[config.mk]
export PLATFORM = sky130hd
export DESIGN_NAME = axi_rd_arb
export DESIGN_NICKNAME = d
export VERILOG_FILES = /design/src/rtl/axi_rd_arb.sv
export SDC_FILE = /design/constraint.sdc
export NUM_CORES = 1
export LEC_CHECK = 0
export CORE_ASPECT_RATIO = 0.6
export CORE_MARGIN = 2
export CORE_UTILIZATION = 33
export CTS_CLUSTER_SIZE = 14
export DETAILED_ROUTE_END_ITERATION = 6
export GPL_ROUTABILITY_DRIVEN = 0
export PLACE_DENSITY = 0.82
export SETUP_SLACK_MARGIN = 0.3
export SYNTH_ARGS = -nofsm -noshare
export SYNTH_HDL_FRONTEND = slang
export SYNTH_SLANG_ARGS = --single-unit
[constraint.sdc]
create_clock -name clk -period 1.96 [get_ports clk]
set_clock_uncertainty 0.15 [all_clocks]
set_input_delay 0.392 -clock clk [delete_from_list [all_inputs] [get_ports clk]]
set_output_delay 0.392 -clock clk [all_outputs]
set_load 0.03 [all_outputs]
[src/rtl/axi_rd_arb.sv]
// axi_rd_arb: two-requester AXI4 read-channel arbiter.
// Shares one AXI master read port (AR + R) between requester port 0 (e.g. instruction
// fetch) and port 1 (e.g. load/store). One transaction is outstanding at a time; R beats
// are steered back to the port that owns the grant.
// Ports:
//   clk, rst_n            clock, asynchronous active-low reset
//   axi_s0_* / axi_s1_*   requester AR inputs, AR ready, R channel (payload broadcast)
//   axi_mst_*             master AR (registered payload, constant lock/cache/qos/region)
//                         and R channel
//   arb_busy              high whenever the arbiter is not idle
//   arb_grant             port that owns the current or most recent grant
// Parameters:
//   FIXED_PRIO    0 = round-robin, 1 = fixed priority with port 0 favoured
//   STARVE_LIMIT  fixed mode: consecutive port-0 wins over a waiting port 1 before
//                 port 1 is forced through (1..15)

`ifndef AXI_ID_WIDTH
`define AXI_ID_WIDTH 4
`endif
`ifndef AXI_ADDR_WIDTH
`define AXI_ADDR_WIDTH 32
`endif
`ifndef AXI_LEN_WIDTH
`define AXI_LEN_WIDTH 8
`endif
`ifndef AXI_SIZE_WIDTH
`define AXI_SIZE_WIDTH 3
`endif
`ifndef AXI_BURST_WIDTH
`define AXI_BURST_WIDTH 2
`endif
`ifndef AXI_PROT_WIDTH
`define AXI_PROT_WIDTH 3
`endif
`ifndef AXI_DATA_WIDTH
`define AXI_DATA_WIDTH 32
`endif
`ifndef AXI_RESP_WIDTH
`define AXI_RESP_WIDTH 2
`endif
`ifndef AXI_LOCK_WIDTH
`define AXI_LOCK_WIDTH 1
`endif
`ifndef AXI_CACHE_WIDTH
`define AXI_CACHE_WIDTH 4
`endif
`ifndef AXI_QOS_WIDTH
`define AXI_QOS_WIDTH 4
`endif
`ifndef AXI_REGION_WIDTH
`define AXI_REGION_WIDTH 4
`endif

module axi_rd_arb #(
   parameter int FIXED_PRIO   = 0,
   parameter int STARVE_LIMIT = 4
) (
   input  logic                          clk,
   input  logic                          rst_n,
   // requester 0
   input  logic                          axi_s0_arvalid,
   output logic                          axi_s0_arready,
   input  logic [`AXI_ID_WIDTH-1:0]      axi_s0_arid,
   input  logic [`AXI_ADDR_WIDTH-1:0]    axi_s0_araddr,
   input  logic [`AXI_LEN_WIDTH-1:0]     axi_s0_arlen,
   input  logic [`AXI_SIZE_WIDTH-1:0]    axi_s0_arsize,
   input  logic [`AXI_BURST_WIDTH-1:0]   axi_s0_arburst,
   input  logic [`AXI_PROT_WIDTH-1:0]    axi_s0_arprot,
   output logic                          axi_s0_rvalid,
   input  logic                          axi_s0_rready,
   output logic [`AXI_ID_WIDTH-1:0]      axi_s0_rid,
   output logic [`AXI_DATA_WIDTH-1:0]    axi_s0_rdata,
   output logic [`AXI_RESP_WIDTH-1:0]    axi_s0_rresp,
   output logic                          axi_s0_rlast,
   // requester 1
   input  logic                          axi_s1_arvalid,
   output logic                          axi_s1_arready,
   input  logic [`AXI_ID_WIDTH-1:0]      axi_s1_arid,
   input  logic [`AXI_ADDR_WIDTH-1:0]    axi_s1_araddr,
   input  logic [`AXI_LEN_WIDTH-1:0]     axi_s1_arlen,
   input  logic [`AXI_SIZE_WIDTH-1:0]    axi_s1_arsize,
   input  logic [`AXI_BURST_WIDTH-1:0]   axi_s1_arburst,
   input  logic [`AXI_PROT_WIDTH-1:0]    axi_s1_arprot,
   output logic                          axi_s1_rvalid,
   input  logic                          axi_s1_rready,
   output logic [`AXI_ID_WIDTH-1:0]      axi_s1_rid,
   output logic [`AXI_DATA_WIDTH-1:0]    axi_s1_rdata,
   output logic [`AXI_RESP_WIDTH-1:0]    axi_s1_rresp,
   output logic                          axi_s1_rlast,
   // master port
   output logic                          axi_mst_arvalid,
   input  logic                          axi_mst_arready,
   output logic [`AXI_ID_WIDTH-1:0]      axi_mst_arid,
   output logic [`AXI_ADDR_WIDTH-1:0]    axi_mst_araddr,
   output logic [`AXI_LEN_WIDTH-1:0]     axi_mst_arlen,
   output logic [`AXI_SIZE_WIDTH-1:0]    axi_mst_arsize,
   output logic [`AXI_BURST_WIDTH-1:0]   axi_mst_arburst,
   output logic [`AXI_PROT_WIDTH-1:0]    axi_mst_arprot,
   output logic [`AXI_LOCK_WIDTH-1:0]    axi_mst_arlock,
   output logic [`AXI_CACHE_WIDTH-1:0]   axi_mst_arcache,
   output logic [`AXI_QOS_WIDTH-1:0]     axi_mst_arqos,
   output logic [`AXI_REGION_WIDTH-1:0]  axi_mst_arregion,
   input  logic                          axi_mst_rvalid,
   output logic                          axi_mst_rready,
   input  logic [`AXI_ID_WIDTH-1:0]      axi_mst_rid,
   input  logic [`AXI_DATA_WIDTH-1:0]    axi_mst_rdata,
   input  logic [`AXI_RESP_WIDTH-1:0]    axi_mst_rresp,
   input  logic                          axi_mst_rlast,
   // status
   output logic                          arb_busy,
   output logic                          arb_grant
);

   typedef enum logic [1:0] {ST_IDLE, ST_AR, ST_R} state_t;

   localparam logic [3:0] LIMIT = 4'(STARVE_LIMIT);

   state_t     state, state_nx;
   logic       last_grant;
   logic       win;
   logic       grant_now;
   logic       r_done;
   logic [3:0] starve_cnt;

   always_ff @(posedge clk or negedge rst_n) begin
      if (!rst_n) state <= ST_IDLE;
      else        state <= state_nx;
   end

   always_comb begin
      state_nx        = state;
      win             = axi_s1_arvalid;
      grant_now       = 1'b0;
      r_done          = 1'b0;
      axi_s0_arready  = 1'b0;
      axi_s1_arready  = 1'b0;
      axi_s0_rvalid   = 1'b0;
      axi_s1_rvalid   = 1'b0;
      axi_mst_arvalid = 1'b0;
      axi_mst_rready  = 1'b0;

      if (axi_s0_arvalid && axi_s1_arvalid) begin
         if (FIXED_PRIO != 0) win = (starve_cnt == LIMIT);
         else                 win = ~last_grant;
      end

      case (state)
         ST_IDLE: begin
            // rst_n gating keeps arready low while reset is held with requests pending
            if (rst_n && (axi_s0_arvalid || axi_s1_arvalid)) begin
               grant_now      = 1'b1;
               axi_s0_arready = ~win;
               axi_s1_arready = win;
               state_nx       = ST_AR;
            end
         end
         ST_AR: begin
            axi_mst_arvalid = 1'b1;
            if (axi_mst_arready) state_nx = ST_R;
         end
         ST_R: begin
            axi_mst_rready = arb_grant ? axi_s1_rready : axi_s0_rready;
            axi_s0_rvalid  = ~arb_grant & axi_mst_rvalid;
            axi_s1_rvalid  = arb_grant & axi_mst_rvalid;
            r_done = axi_mst_rvalid & axi_mst_rlast &
                     (arb_grant ? axi_s1_rready : axi_s0_rready);
            if (r_done) state_nx = ST_IDLE;
         end
         default: state_nx = ST_IDLE;
      endcase
   end

   always_ff @(posedge clk or negedge rst_n) begin
      if (!rst_n) begin
         arb_grant       <= 1'b0;
         last_grant      <= 1'b1;
         starve_cnt      <= '0;
         axi_mst_arid    <= '0;
         axi_mst_araddr  <= '0;
         axi_mst_arlen   <= '0;
         axi_mst_arsize  <= '0;
         axi_mst_arburst <= '0;
         axi_mst_arprot  <= '0;
      end else begin
         if (grant_now) begin
            arb_grant <= win;
            if (win) begin
               axi_mst_arid    <= axi_s1_arid;
               axi_mst_araddr  <= axi_s1_araddr;
               axi_mst_arlen   <= axi_s1_arlen;
               axi_mst_arsize  <= axi_s1_arsize;
               axi_mst_arburst <= axi_s1_arburst;
               axi_mst_arprot  <= axi_s1_arprot;
               starve_cnt      <= '0;
            end else begin
               axi_mst_arid    <= axi_s0_arid;
               axi_mst_araddr  <= axi_s0_araddr;
               axi_mst_arlen   <= axi_s0_arlen;
               axi_mst_arsize  <= axi_s0_arsize;
               axi_mst_arburst <= axi_s0_arburst;
               axi_mst_arprot  <= axi_s0_arprot;
               // counts port-0 wins only while port 1 was kept waiting
               if (axi_s1_arvalid && (starve_cnt != LIMIT))
                  starve_cnt <= starve_cnt + 4'd1;
            end
         end
         if (r_done) last_grant <= arb_grant;
      end
   end

   assign axi_mst_arlock   = '0;
   assign axi_mst_arcache  = '0;
   assign axi_mst_arqos    = '0;
   assign axi_mst_arregion = '0;

   assign axi_s0_rid   = axi_mst_rid;
   assign axi_s0_rdata = axi_mst_rdata;
   assign axi_s0_rresp = axi_mst_rresp;
   assign axi_s0_rlast = axi_mst_rlast;
   assign axi_s1_rid   = axi_mst_rid;
   assign axi_s1_rdata = axi_mst_rdata;
   assign axi_s1_rresp = axi_mst_rresp;
   assign axi_s1_rlast = axi_mst_rlast;

   assign arb_busy = (state != ST_IDLE);

endmodule

======== Word-level counts from Yosys, hierarchy flattened ========
Cells that the tools add are included.
operators by class
  bitwise logic cells ..................... 7
  reduce and logical (&&, ||, !) cells .... 6
  muxes and demuxes ....................... 23
  eq/ne operators ......................... 5
operator list
  cell                                                  number
  two-way mux 32 bit                                    1
  two-way mux 1 bit                                     13
  two-way mux 2 bit                                     4
  two-way mux 8 bit                                     1
  two-way mux 3 bit                                     2
  != test 2 bit (second input constant)                 3
  case mux 2 bit (3 select lines)                       1
  AND 1 bit                                             4
  two-way mux 4 bit                                     1
  inverter 1 bit                                        3
  AND reduction 3 bit                                   1
  equality test 2 x 1 -> 1 bit (second input constant)  1
  equality test 2 bit (second input constant)           1
  logical AND 1 bit                                     2
  zero test 2 bit                                       1
  nonzero test 2 bit                                    1
  logical OR 1 bit                                      1
storage, ports and cells
  word-level logic and storage cells ...... 50
  output and inout bits ................... 151
  bits of input ports ..................... 151
  register bits after elaboration ......... 56

======== Depth between registers and ports, before layout ========
  depth in word-level cells ............... 5
  depth in mapped cells ................... 6
  gate-level depth less buffers ........... 3

======== Least setup slack after synthesis ========
Ideal clock, no wire load.
  path kind ............................... reg2out
  start point ............................. register state[1]
  end point ............................... output axi_s0_arready
  arrival time ............................ 1.534 ns
  cell stages (with the launch flop) ...... 5
  path slack .............................. -0.116 ns
  path buffers ............................ 2
  data required time ...................... 1.418 ns
  cell sequence ........................... dfrtp_1 -> or3b_1 -> buf_6 -> buf_6 -> nor3b_2
on the way
  longest elaborated chain between the ends .. 2
RTL lines
  item                    line  source
  start, declared         118   state_t state, state_nx;
  start signal, assigned  127   else state <= state_nx;
  zero test 2 bit         147   case (state)
  two-way mux 1 bit       147
  end, declared           62    output logic axi_s0_arready,
No other way between the ends.

======== Worst setup path after layout ========
Same ends and word-level chain as after synthesis.

==> metrics.yaml <==
outcome:
  outcome: "finished with violations"
  failed_checks: "setup timing"
drt:
  drt-vias-per-instance: 5.16
  detail-route-antenna-nets: 0
  dr_total_vias: 3140
  dr.pass1.iters: 4
  detailedRoute.firstIterationViolations: 172
  avgRoutedWirePerCell_um: 19.9
  drt-total-wl_um: 12100
  post-route-drc-count: 0
synthesis:
  ys_top_cells_by_area: "dfrtp_1, buf_4, a221o_1"
  synthesis.instances: 357
  ys_ff_latch: 56
  synth.avg_cell_area_um2: 10.3
  synth_largest_type_area_fraction: 0.374
  synth-warning-count: 0
  yosys.area.top_type: "dfrtp_1"
  yosys.cell_types.count: 26
  syn_area_mm2: 0.00368
  synth-seq-area-share: 0.381
clocking:
  cts.root.buffer_cell: "clkbuf_16"
  cts_buffers: 5
  worst_setup_hold_path_clk_slew_ns: 0.07
  clock_latency_ns: 0.29
  h-tree-depth: 2
  cts_tree: "built"
  cts_sink_count: 56
  max-clock-path-buffers: 2
sta:
  max_freq_mhz: 490
  period_needed_ns: 2.04
  hold_violation_count_in_the_final_report: 0
  grt_setup_unrepaired: "yes"
  finalCritPeriodShare: 1.04
  post-route-worst-setup-slack_ns: -0.0808
  finalSetupViolCount: 3
  final_max_slew_viol_count: 0
  hold-worst-slack_ns: 0.00634
floorplanning:
  initial_core_util: 0.344
  placementRows: 29
  die_footprint_mm2: 0.0120
  die-width_um: 140
  die-height_um: 85.8
  core-area_mm2: 0.0107
  pin_count: 302
grt:
  grt_antenna_before_repair: 0
  grt_start_max_net_pins: 35
  first_global_vias: 3296
  grt_remaining_overflow: 0
  track_usage: 0.196
  grt_pass1_wl_um: 18200
pwr:
  seq_power_share: 0.276
  cellLeakagePower_nw: 2.42
  power.switching_mw: 3.23
  power.share.clock: 0.120
  power.density_cell_area_mw_per_mm2: 1340
  p_int_mw: 4.24
  share_of_total_power_in_combinational_logic: 0.604
  sw_frac_of_total: 0.432
  irDropWorstVdd_uv: 677
critical_path:
  data_arrival_time_of_the_worst_path_ns: 1.50
  crit_path_start_kind: "flop"
  critPathKind: "flop to output pin"
  cp_data_required_time_ns: 1.42
  critPathCaptureType: "output pin"
  cp_max_fo: 3
  reg2reg_depth: 6
worst_hold_path:
  worst_min_path_class: "input pin to asynchronous set/reset pin"
layout:
  layout-drive-gt1-share: 0.262
  antenna_cells_inserted: 0
  num-nets-final: 620
  layout.core_utilization: 0.521
  layout-area-overhead-vs-synth_pct: 51.4
run:
  drv_cap: 0
place:
  final_hpwl_dp_um: 7430
  dp_worst_setup_slack_ns: -0.0928
  buffer_ports.inserted: 174
## area by class of cell
class / instances / area, um^2
clock buffer: 8 / 146
tap: 139 / 174
inverter: 2 / 7.51
multi-input combinational: 191 / 1510
fill: 960 / 5130
sequential: 56 / 1400
timing repair buffer: 213 / 2340
## power groups by stage
stage	Sequential, mW	Combinational (mW)	Clock, mW
final	2.06	4.51	0.900
after CTS	2.05	4.37	0.943
after detailed placement	2.08	4.11	0
after global placement	2.08	4.05	0
after floorplan	3.04	1.73	0
after global routing	2.14	4.74	0.995
## sequential cells by signal, indices dropped and copies added (netlist names)
register,flops
axi_mst_araddr,32
axi_mst_arlen,8
axi_mst_arid,4
axi_mst_arprot,3
axi_mst_arsize,3
axi_mst_arburst,2
state,2
arb_grant,1
last_grant,1
## worst max-delay path, cell delays in order (launching register included)
cell	delay, ns
dfrtp_1	0.41
or3b_4	0.42
nor3b_4	0.22
buf_6	0.16
## timing repair
item / 4_1_cts / 5_1_grt
cloned: 8 / 4
hold endpoints to repair: 2 / 0
buffers inserted: 9 / 2
endpoints found under the setup margin: 112 / 67
gates resized for setup: 97 / 15
pin swaps: 15 / 42
hold buffers: 1 / 0
## final timing paths
path	startpoint	to	slack, ns
max	state[1]$_DFFE_PN0P_	axi_s0_arready	-0.08
min	rst_n	axi_mst_arsize[1]$_DFFE_PN0P_	0.006
max reg2reg	last_grant$_DFFE_PN1P_	axi_mst_arlen[7]$_DFFE_PN0P_	0.10
min reg2reg	axi_mst_araddr[19]$_DFFE_PN0P_	axi_mst_araddr[19]$_DFFE_PN0P_	0.36
max in group asynchronous	rst_n	state[0]$_DFFE_PN0P_	1.07
min in group clk	axi_mst_araddr[19]$_DFFE_PN0P_	axi_mst_araddr[19]$_DFFE_PN0P_	0.36
## metrics by stage
step | cell area, um^2 | total power [mW] | TNS [ns] | cells
final | 5570 | 7.47 | -0.150 | 609
after global routing | 5570 | 7.88 | -0.455 | 609
after CTS | 5410 | 7.36 | -0.157 | 603
after detailed placement | 4920 | 6.19 | -3.07 | 577
after global placement | 4920 | 6.13 | -1.62 | 577
after floorplan | 3740 | 4.77 | -0.00782 | 369
## cells in the mapped netlist (all sizes together)
cell,instances
nor3,53
a21oi,1
dfrtp,55
o2bb2ai,1
dfstp,1
nand2b,1
nand2,54
mux2i,1
nor3b,2
nor2,2
conb,1
a221o,52
or2,1
or2b,1
o21ai,2
clkbuf,5
and3,3
mux2,1
or3b,1
nor2b,2
inv,2
buf,115
## routing by layer
layer	GRT usage	part of all wire	vias to the layer above
met5	0	0	-
li1	-	-	1390
met3	0.0743	0.10	11
met2	0.304	0.45	204
met1	0.262	0.44	1535
met4	0.0422	0.010	0
## cells in the final DEF (no fill, tap or decap), types with 2 or more instances in the layout
cell             instances
and3_4                   3
nor3_1                   3
buf_2                    2
bufbuf_16                3
clkdlybuf4s50_1        109
clkbuf_1                 2
nor3_2                  49
nor2b_4                  2
clkbuf_16                9
dlygate4sd2_1           47
dfrtp_1                 54
nand2_1                 54
buf_12                   6
buf_4                   16
buf_6                   11
clkdlybuf4s15_1          6
buf_16                   6
conb_1                  13
nor3b_4                  2
a221o_1                 52
## cell families (layout without fill, tap and decap cells)
group | count (synthesis) | count (layout) | synth area share
AOI/OAI and AO/OA | 56 | 56 | 0.148
buffers and inverters | 122 | 223 | 0.245
DFF | 56 | 56 | 0.381
muxes | 2 | 2 | 0.00578
other | 1 | 13 | 0.00102
and+or+nand+nor | 120 | 120 | 0.219
(Power assumes the default switching activity.)
